**src/rtl/multicycle_ctrl.sv**
```systemverilog
// Main control sequencer for the multi-cycle MIPS datapath.
// One shared memory port. Memory states stretch on wait states. Illegal opcodes and memory timeouts halt the block in TRAP.
module multicycle_ctrl #(
  parameter int TIMEOUT = 16
) (
  input  logic       clk_i,
  input  logic       rst_i,
  input  logic [5:0] opcode_i,
  input  logic       zero_i,
  input  logic       mem_ready_i,
  output logic       pc_write_o,
  output logic [1:0] pc_src_o,
  output logic       ir_write_o,
  output logic       iord_o,
  output logic       mem_read_o,
  output logic       mem_write_o,
  output logic       reg_write_o,
  output logic       reg_dst_o,
  output logic       mem_to_reg_o,
  output logic       alu_src_a_o,
  output logic [1:0] alu_src_b_o,
  output logic [1:0] alu_op_o,
  output logic       retire_o,
  output logic       trap_o,
  output logic [1:0] trap_cause_o,
  output logic [3:0] state_o
);

  // state    | meaning
  // FETCH    | read instruction at PC, PC += 4 on ready
  // DECODE   | branch target into ALUOut, dispatch on opcode
  // MEM_ADDR | effective address for lw/sw
  // MEM_RD   | load data read, waits for ready
  // WB_MEM   | write MDR to rt
  // MEM_WR   | store data write, waits for ready
  // EXEC_R   | R-type ALU operation
  // WB_R     | write ALUOut to rd
  // BRANCH   | compare, conditional PC load
  // JUMP     | PC load with jump target
  // EXEC_I   | addi ALU operation
  // WB_I     | write ALUOut to rt
  // TRAP     | halted until reset
  typedef enum logic [3:0] {
    FETCH    = 4'd0,
    DECODE   = 4'd1,
    MEM_ADDR = 4'd2,
    MEM_RD   = 4'd3,
    WB_MEM   = 4'd4,
    MEM_WR   = 4'd5,
    EXEC_R   = 4'd6,
    WB_R     = 4'd7,
    BRANCH   = 4'd8,
    JUMP     = 4'd9,
    EXEC_I   = 4'd10,
    WB_I     = 4'd11,
    TRAP     = 4'd12
  } state_t;

  localparam logic [5:0] OP_RTYPE = 6'h00;
  localparam logic [5:0] OP_LW    = 6'h23;
  localparam logic [5:0] OP_SW    = 6'h2B;
  localparam logic [5:0] OP_BEQ   = 6'h04;
  localparam logic [5:0] OP_BNE   = 6'h05;
  localparam logic [5:0] OP_ADDI  = 6'h08;
  localparam logic [5:0] OP_J     = 6'h02;
  localparam logic [7:0] W_LAST   = 8'(TIMEOUT - 1);

  state_t     state_q, state_d;
  logic [7:0] w_q, w_d;
  logic [1:0] cause_q, cause_d;
  logic       mem_state;
  logic       timed_out;

  always_ff @(posedge clk_i) begin
    if (rst_i) begin
      state_q <= FETCH;
      w_q     <= 8'd0;
      cause_q <= 2'b00;
    end else begin
      state_q <= state_d;
      w_q     <= w_d;
      cause_q <= cause_d;
    end
  end

  assign mem_state = (state_q == FETCH) || (state_q == MEM_RD) || (state_q == MEM_WR);
  assign timed_out = mem_state && !mem_ready_i && (w_q == W_LAST);

  always_comb begin
    state_d      = state_q;
    cause_d      = cause_q;
    pc_write_o   = 1'b0;
    pc_src_o     = 2'd0;
    ir_write_o   = 1'b0;
    iord_o       = 1'b0;
    mem_read_o   = 1'b0;
    mem_write_o  = 1'b0;
    reg_write_o  = 1'b0;
    reg_dst_o    = 1'b0;
    mem_to_reg_o = 1'b0;
    alu_src_a_o  = 1'b0;
    alu_src_b_o  = 2'd0;
    alu_op_o     = 2'b00;
    retire_o     = 1'b0;
    trap_o       = 1'b0;

    case (state_q)
      FETCH: begin
        mem_read_o  = 1'b1;
        alu_src_b_o = 2'd1;
        if (mem_ready_i) begin
          ir_write_o = 1'b1;
          pc_write_o = 1'b1;
          state_d    = DECODE;
        end
      end
      DECODE: begin
        alu_src_b_o = 2'd3;
        case (opcode_i)
          OP_RTYPE:       state_d = EXEC_R;
          OP_LW, OP_SW:   state_d = MEM_ADDR;
          OP_BEQ, OP_BNE: state_d = BRANCH;
          OP_ADDI:        state_d = EXEC_I;
          OP_J:           state_d = JUMP;
          default: begin
            state_d = TRAP;
            cause_d = 2'b01;
          end
        endcase
      end
      MEM_ADDR: begin
        alu_src_a_o = 1'b1;
        alu_src_b_o = 2'd2;
        state_d     = (opcode_i == OP_SW) ? MEM_WR : MEM_RD;
      end
      MEM_RD: begin
        mem_read_o = 1'b1;
        iord_o     = 1'b1;
        if (mem_ready_i) state_d = WB_MEM;
      end
      WB_MEM: begin
        reg_write_o  = 1'b1;
        mem_to_reg_o = 1'b1;
        retire_o     = 1'b1;
        state_d      = FETCH;
      end
      MEM_WR: begin
        mem_write_o = 1'b1;
        iord_o      = 1'b1;
        if (mem_ready_i) begin
          retire_o = 1'b1;
          state_d  = FETCH;
        end
      end
      EXEC_R: begin
        alu_src_a_o = 1'b1;
        alu_op_o    = 2'b10;
        state_d     = WB_R;
      end
      WB_R: begin
        reg_write_o = 1'b1;
        reg_dst_o   = 1'b1;
        retire_o    = 1'b1;
        state_d     = FETCH;
      end
      EXEC_I: begin
        alu_src_a_o = 1'b1;
        alu_src_b_o = 2'd2;
        state_d     = WB_I;
      end
      WB_I: begin
        reg_write_o = 1'b1;
        retire_o    = 1'b1;
        state_d     = FETCH;
      end
      BRANCH: begin
        alu_src_a_o = 1'b1;
        alu_op_o    = 2'b01;
        pc_src_o    = 2'd1;
        pc_write_o  = ((opcode_i == OP_BEQ) && zero_i) || ((opcode_i == OP_BNE) && !zero_i);
        retire_o    = 1'b1;
        state_d     = FETCH;
      end
      JUMP: begin
        pc_write_o = 1'b1;
        pc_src_o   = 2'd2;
        retire_o   = 1'b1;
        state_d    = FETCH;
      end
      TRAP: begin
        trap_o = 1'b1;
      end
      default: begin
        state_d = TRAP;
      end
    endcase

    if (timed_out) begin
      state_d = TRAP;
      cause_d = 2'b10;
    end

    // Reset wins combinationally so nothing is half-written in the reset cycle.
    if (rst_i) begin
      pc_write_o   = 1'b0;
      pc_src_o     = 2'd0;
      ir_write_o   = 1'b0;
      iord_o       = 1'b0;
      mem_read_o   = 1'b0;
      mem_write_o  = 1'b0;
      reg_write_o  = 1'b0;
      reg_dst_o    = 1'b0;
      mem_to_reg_o = 1'b0;
      alu_src_a_o  = 1'b0;
      alu_src_b_o  = 2'd0;
      alu_op_o     = 2'b00;
      retire_o     = 1'b0;
      trap_o       = 1'b0;
    end
  end

  // Wait counter restarts whenever a memory state is entered; it only counts while stalled.
  always_comb begin
    w_d = w_q;
    if (state_d != state_q) begin
      w_d = 8'd0;
    end else if (mem_state && !mem_ready_i) begin
      w_d = w_q + 8'd1;
    end
  end

  assign trap_cause_o = rst_i ? 2'b00 : cause_q;
  assign state_o      = rst_i ? 4'd0 : state_q;

endmodule

```
**config.mk**
```make
export PLATFORM = sky130hd
export DESIGN_NAME = multicycle_ctrl
export DESIGN_NICKNAME = d
export VERILOG_FILES = /design/src/rtl/multicycle_ctrl.sv
export SDC_FILE = /design/constraint.sdc
export NUM_CORES = 1
export LEC_CHECK = 0
export CORE_UTILIZATION = 40
export CTS_CLUSTER_DIAMETER = 200
export DETAILED_ROUTE_END_ITERATION = 6
export PLACE_DENSITY_LB_ADDON = 0.08
export RECOVER_POWER = 100
export SLEW_MARGIN = 10
export SYNTH_ARGS = -nofsm -noshare
export SYNTH_HDL_FRONTEND = slang
export SYNTH_SLANG_ARGS = --single-unit
```
**constraint.sdc**
```tcl
create_clock -name clk_i -period 3.85 [get_ports clk_i]
set_input_delay 0.385 -clock clk_i [delete_from_list [all_inputs] [get_ports clk_i]]
set_output_delay 0.385 -clock clk_i [all_outputs]
set_load 0.1 [all_outputs]
```
==> results of run 1 <==
[through the flow]
stage               total power [mW]  instance area (sq um)  hold slack, ns  TNS [ns]  setup WS, ns
global placement              0.3314                   1541          0.4473         0         1.149
CTS                           0.4169                   1564          0.4649         0         1.045
finish                        0.4028                   1471          0.4622         0        0.6967
floorplan                     0.2980                   1303          0.4318   -0.4969       -0.2484
global route                  0.4258                   1471          0.5131         0        0.5070
detailed placement            0.3337                   1541          0.4531         0         1.087
[layer usage]
| metal | vias to the layer above | part of all wire (%) | GRT usage, % |
|---|---|---|---|
| met3 | 5 | 4.5 | 5.055 |
| met1 | 646 | 47 | 26.85 |
| met4 | 0 | 1.0 | 4.422 |
| li1 | 685 | - | - |
| met2 | 36 | 47 | 35.96 |
| met5 | - | 0 | 0 |
[power breakdown]
group	internal (mW)	switching, mW
logic	0.0381	0.117
registers	0.149	0.0169
clock network	0.0363	0.0448
[tightest hold or removal path, cell delays in order (launching register included)]
cell	delay, ns
dfxtp_1	0.31
nand2_1	0.05
a21oi_1	0.05
[final timing paths]
check	start	endpoint	slack, ns	cells past startpoint
worst max-delay path	state_q[1]	alu_src_b_o[1]	0.70	4
worst min-delay path	cause_q[1]	cause_q[1]	0.46	2
worst min register to register	cause_q[1]	cause_q[1]	0.46	2
worst max register to register	state_q[1]	w_q[1]	0.99	5
[cell type report]
| cell class | instances | area [sq um] | area share (%) |
|---|---|---|---|
| clock buffers | 3 | 22.52 | 1.531 |
| inverters | 4 | 15.01 | 1.020 |
| multi-input cells | 140 | 909.6 | 61.82 |
| flip-flops and latches | 14 | 280.3 | 19.05 |
| well taps | 44 | 55.05 | 3.741 |
| repair buffers | 32 | 188.9 | 12.84 |
[registers in the layout, indices dropped and copies added (netlist names)]
name / cells
w_q: 8
state_q: 4
cause_q: 2
[cell usage after synthesis (2+ instances only)]
| master | count |
|---|---|
| a211oi_1 | 8 |
| and3_1 | 7 |
| clkbuf_1 | 8 |
| xnor2_1 | 5 |
| dfxtp_1 | 14 |
| nor2_1 | 18 |
| nor4b_1 | 3 |
| buf_2 | 6 |
| nand2b_1 | 5 |
| a21oi_1 | 3 |
| nand2_1 | 13 |
| nand4_1 | 2 |
| nand4b_1 | 2 |
| nor2b_1 | 8 |
| o2111ai_1 | 2 |
| o211ai_1 | 3 |
| nand3_1 | 7 |
| and2_1 | 2 |
| nor3b_1 | 4 |
| inv_1 | 4 |
| nor4_1 | 9 |
| a31oi_1 | 2 |
| xor2_1 | 5 |
| o21ai_0 | 6 |
| nor3_1 | 7 |
[cells by family (layout without fill, tap and decap cells)]
logic type | after synthesis | count (layout)
AO/OA/AOI/OAI | 35 | 35
XOR/XNOR | 10 | 10
adder cells (fa/ha/maj) | 1 | 1
buffers and inverters | 20 | 39
flip-flops | 14 | 14
multiplexers | 1 | 1
AND/OR/NAND/NOR | 93 | 93
[cell usage in the layout (no fill, tap or decap), types with 4 or more instances in the layout]
| cell | instances |
|---|---|
| nand2b_1 | 5 |
| nand3_1 | 7 |
| o21ai_0 | 6 |
| xor2_1 | 5 |
| and3_1 | 7 |
| xnor2_1 | 5 |
| nor3b_1 | 4 |
| nor4_1 | 8 |
| nor2_1 | 18 |
| nor2b_1 | 8 |
| nand2_1 | 13 |
| a211oi_1 | 8 |
| clkbuf_1 | 19 |
| dfxtp_1 | 14 |
| nor3_1 | 6 |
| inv_1 | 4 |
| clkdlybuf4s50_1 | 8 |
==> metrics.md, run 1 <==
| Metric | Value |
|---|---|
| Starting utilization of the core area | 42.01% |
| Crit. End Element | output port |
| Result of the run | completed |
| Post-route DRC violation count | 0 |
| Static Leakage | approximately 0.48 nW |
| Max-cap violation count | 0 |
| Share of async-settable or async-resettable flops after synthesis | 0% |
| Total routing resource utilization after global routing | a little over a fifth |
| Wire length per cell after detailed routing | 14.19 microns |
| Synth area leader | dfxtp_1 |
| Worst Tran Pin Value | roughly 1.2 ns |
| Synth Area in XOR/XNOR | approximately 7% |
| Maximum number of pins on one net before global-route repair | 28 |
| Class of the worst hold path | flip-flop to flip-flop |
| Number of pins with negative max-slew slack in the final report | 0 |
| Height of the die | around 59 microns |
| Post-DRT Antenna Nets | 0 |
| Count of yosys warnings during synthesis | 0 |
| CTS buffer count | 3 |
| Cell chosen for the clock root | clkbuf_4 |
| Finish-stage setup viols | 0 |
| Sequential cell area fraction in the yosys report | between 20% and 30% |
| H-Tree Depth | 1 |
| Clk slew on worst S/H paths | ~0.070 ns |
| Post-Syn Nets | 185 |
| Nets | slightly above 200 |
| Total of buffers placed on input and output ports | 32 |
| Delay contributed by the slowest stage of the critical path | roughly 0.89 ns |
| Initial DRC count | 39 |
| Detailed-route wire length | between 3000 and 4000 microns |
| Worst slew margin | around 22% |
| Final-layout fill cell count | 357 |
| Skew-Pair Late Insertion Delay | between 0.2 and 0.3 ns |
| Final core utilization | between 40 and 50% |
| Post-synthesis to final-layout area growth | 14.73% |
| Number of I/O pins | 33 |
| Final non-filler cell total | 237 |
| Sum of overflow across all layers after global routing | 0 |
| TritonCTS clock tree | done |
| Post-CTS setup buffer count | 0 |
| Dominant synthesized flop cell | dfxtp_1 |
| Power density normalized to cell area | between 200 and 300 nW/um^2 |
| Compound-cell area share of the yosys netlist | between 20% and 30% |
| Critical path buffer and inverter count | 1 |
| Vias in the first global route | between 1000 and 1500 |
| RD Place Congestion | ~0.81 |
| Endpoints failing hold | 0 |
| Total Die Area | 3437 sq um |
| Start-to-end type of the worst setup path | flip-flop to output port |
| CTS resizes | 0 |
| Kind of start point of the critical path | flip-flop |
| Unique cell type count in the Yosys netlist | 46 |
| Vias per Instance | 5.789 |
| Largest fanout on the critical path | 23 |
| Cells along the critical path | nor2b_1 > nor2_1 > nor3_1 > clkbuf_1 |
| Data arrival time at the worst-slack endpoint | 2.77 ns |
| Cell type of the slowest stage on the worst timing path | dfxtp_1 |
| Vias | 1372 |
| Detail Placement HPWL | between 2000 and 2500 microns |
| Final period demand of the worst path | ~3.2 ns |
| Share of cell area taken by muxes after synthesis | approximately 1.1% |
| Std-Cell Rows | 20 |
| Fraction of layout instances using a drive strength above 1 | between 6 and 7% |
| Required time reported for the critical path endpoint | 3.46 ns |
| Post-Syn Area | 1282 sq um |
| Total number of clock tree sinks | 14 |
| Final worst-path cycle share | between 80 and 90% |
| Global-route wire length before repair | ~5600 microns |
| Maximum clock rate | 317.1 MHz |
| CORE AREA | 3053 sq um |
| Main combinational cell family by area after synthesis | simple AND/OR/NAND/NOR gates |
| Clock buffer depth | 2 |
| Cell type group with the largest total delay on the critical path | flip-flops |
| Synthesized instance count | 174 |
| Hold buffers post-CTS | 0 |
| Dominant cells by area after synthesis | dfxtp_1 (22%), nor2_1 (5.3%), a211oi_1 (4.7%) |
| Average cell area after synthesis | roughly 7.4 sq um |
| Count of antenna diodes in the layout | 0 |
| Fraction of synthesized cell area taken by the top area cell type | between 20% and 30% |
| RSZ-0062 raised after global routing | false |
| Flip-flop and latch count after synthesis | 14 |
| Chip Width | 58.63 microns |
| Post-placement cell count | 234 |
| Largest voltage drop on the vdd net | ~0.15 mV |
| Antenna violations before repair | 0 |
| Simple-gate share of the synthesized area | 41.17% |
| Post-synthesis adder-cell area fraction | less than 1% |
| Largest clock skew in the final design | ~0.0039 ns |
| Number of flops mapped to enable cells by yosys | 0 |
| First-pass iteration count of the detailed router | 4 |
No activity file was read; power rests on OpenSTA's default activity.
==> inputs of run 2 (changes only) <==
clock period = 2.6 ns   (was 3.85 ns; I/O delays follow)
==> run 2 against run 1 <==
Cell count increased by 6.3%. Clock skew up 0.0037 ns. Total power increased by 75%. Clock power up 97%. Sequential power up 40%. Global-route usage is 4.2 points higher. Worst hold slack gained 0.0012 ns. First-iteration DRC count rose by 85%. Non-clock buffer count is 14 higher.
==> metrics.md, run 2 (synthesized netlist as in run 1, its figures left out) <==
| Metric | Value |
|---|---|
| Result of the run | completed (unchanged) |
| Maximum clock rate | a little over 400 MHz |
| Static Leakage | 0.6960 nW (was 0.4840 nW) |
| Largest fanout on the critical path | 14 (was 23) |
| CORE AREA | 3053 sq um (unchanged) |
| Critical path buffer and inverter count | 1 (unchanged) |
| Total Die Area | 3437 sq um (unchanged) |
| RD Place Congestion | 0.8778 (was 0.8112) |
| First-pass iteration count of the detailed router | 4 (unchanged) |
| Largest clock skew in the final design | 0.007562 ns (was 0.003891 ns) |
| Worst Tran Pin Value | 0.9928 ns (was 1.172 ns) |
| Endpoints failing hold | 0 (unchanged) |
| Skew-Pair Late Insertion Delay | 0.28 ns (about the same) |
| Start-to-end type of the worst setup path | flip-flop to output port (unchanged) |
| H-Tree Depth | 1 (unchanged) |
| Final non-filler cell total | 252 (was 237) |
| Final setup TNS | 0 ns (unchanged) |
| Nets | 220 (was 206) |
| Largest voltage drop on the vdd net | 0.2735 mV (was 0.1547 mV) |
| Cell area after layout | 1894 sq um (was 1471 sq um) |
| Required time reported for the critical path endpoint | 2.34 ns (was 3.46 ns) |
| Hold buffers post-CTS | 0 (unchanged) |
| Std-Cell Rows | 20 (unchanged) |
| Total of buffers placed on input and output ports | 32 (unchanged) |
| CTS resizes | 0 (unchanged) |
| RSZ-0062 raised after global routing | false (unchanged) |
| Vias in the first global route | 1428 (was 1207) |
| Sum of overflow across all layers after global routing | 0 (unchanged) |
| Worst slew margin | 34.10% (was 22.17%) |
| Class of the worst hold path | flip-flop to flip-flop (unchanged) |
| Count of antenna diodes in the layout | 0 (unchanged) |
| Data arrival time at the worst-slack endpoint | 2.17 ns (was 2.77 ns) |
| Initial DRC count | 72 (was 39) |
| Post-DRT Antenna Nets | 0 (unchanged) |
| Finish-stage setup viols | 0 (unchanged) |
| Post-synthesis to final-layout area growth | 47.71% (was 14.73%) |
| Height of the die | 58.63 microns (unchanged) |
| Crit. path cell count | 6 (was 4) |
| Post-CTS setup buffer count | 0 (unchanged) |
| Number of pins with negative max-slew slack in the final report | 0 (unchanged) |
| Worst hold slack after final layout | 0.4634 ns (was 0.4622 ns) |
| Delay contributed by the slowest stage of the critical path | 0.51 ns (was 0.89 ns) |
| Chip Width | 58.63 microns (unchanged) |
| Vias | 1460 (was 1372) |
| Detailed-route wire length | 3966 microns (was 3364 microns) |
| Number of I/O pins | 33 (unchanged) |
| Cell type group with the largest total delay on the critical path | compound AO/OA/AOI/OAI gates (was flip-flops) |
| Cell depth of the worst hold path | 2 (unchanged) |
| Maximum number of pins on one net before global-route repair | 18 (was 28) |
| Cell chosen for the clock root | clkbuf_4 (unchanged) |
| Final core utilization | 62.05% (was 48.20%) |
| TritonCTS clock tree | done (unchanged) |
| Leading registers by flop count | w_q (8), state_q (4), cause_q (2) (unchanged) |
| Post-placement cell count | 248 (was 234) |
| Starting utilization of the core area | 42.01% (unchanged) |
| Final period demand of the worst path | between 2 and 2.5 ns |
| Wire length per cell after detailed routing | 15.74 microns (was 14.19 microns) |
| Crit. End Element | output port (unchanged) |
| Total number of clock tree sinks | 14 (unchanged) |
| Final worst-path cycle share | between 90% and 100% |
| Post-route DRC violation count | 0 (unchanged) |
| CTS buffer count | 3 (unchanged) |
| Fraction of layout instances using a drive strength above 1 | 25.96% (was 6.736%) |
| Power density normalized to cell area | 372.8 nW/um^2 (was 273.7 nW/um^2) |
| Max-cap violation count | 0 (unchanged) |
| Antenna violations before repair | 0 (unchanged) |
| Total routing resource utilization after global routing | 25.22% (was 21.01%) |
| Largest register by flop count | w_q (unchanged) |
| Cells along the critical path | nor2_2 > nand4b_1 > nor4_1 > o21ai_0 > a2111oi_4 > buf_12 (was nor2b_1 > nor2_1 > nor3_1 > clkbuf_1) |
| Detail Placement HPWL | 3028 microns (was 2415 microns) |
| Kind of start point of the critical path | flip-flop (unchanged) |
| Vias per Instance | 5.794 (was 5.789) |
| Clock buffer depth | 2 (unchanged) |
| Cell area after placement | 2024 sq um (was 1541 sq um) |
| Global-route wire length before repair | 6748 microns (was 5602 microns) |
| Clk slew on worst S/H paths | 0.08 ns (was 0.07 ns) |
| Largest register FFs | 8 (unchanged) |
| R2R depth | 5 (unchanged) |
| Highest-count cells in the layout ignoring fill and taps | nor2_1 (14), dfxtp_1 (14), buf_12 (14), nand2_1 (12), buf_4 (11) (was clkbuf_1 (19), nor2_1 (18), dfxtp_1 (14), nand2_1 (13)) |
| Cell type of the slowest stage on the worst timing path | dfxtp_1 (unchanged) |
run 2: cell types whose count changed in the layout (fill, tap and decap cells not counted), sizes merged:
cell,before,now
buf,3,27
clkbuf,23,13
dlymetal6s4s,0,1
run 2: layout make-up:
type	count	area [sq um]
Clock buffer	4	36.28
Fill cell	292	1159
Inverter	4	15.01
Multi-Input combinational cell	140	978.4
Sequential cell	14	280.3
Tap cell	44	55.05
Timing Repair Buffer	46	529.3
run 2: metal layers:
layer | track usage [%] | share of wire (%)
met5 | 0 | 0
met4 | 6.463 | 0.58
met1 | 32.16 | 43
met3 | 5.495 | 5.2
met2 | 43.19 | 51
run 2: worst paths after layout:
path                   start         end  slack [ns]
hold / removal    cause_q[1]  cause_q[1]        0.46
hold reg to reg   cause_q[1]  cause_q[1]        0.46
setup / recovery  state_q[1]  pc_write_o        0.17
setup reg to reg  state_q[1]      w_q[1]        0.18
run 2: report_power, final:
part | switching [mW] | total, mW | internal (mW) | leakage, nW
clock network | 0.0745 | 0.160 | 0.0852 | 0.0210
registers | 0.0115 | 0.233 | 0.221 | 0.113
logic | 0.208 | 0.314 | 0.106 | 0.562
total | 0.294 | 0.706 | 0.412 | 0.696
run 2: per-stage QoR:
step | setup WS [ns] | total power, mW
detailed placement | 0.05870 | 0.5720
floorplan | -0.2141 | 0.4559
global route | 0.02358 | 0.7381
CTS | 0.1409 | 0.7284
global placement | 0.1853 | 0.5639
finish | 0.1676 | 0.7062
run 2: worst reg2reg max path: cells and delay by family (launching register included):
kind | cells | cell delay [ns]
AND/OR/NAND/NOR | 2 | 0.87
AO/OA/AOI/OAI | 3 | 0.74
flip-flops | 1 | 0.73
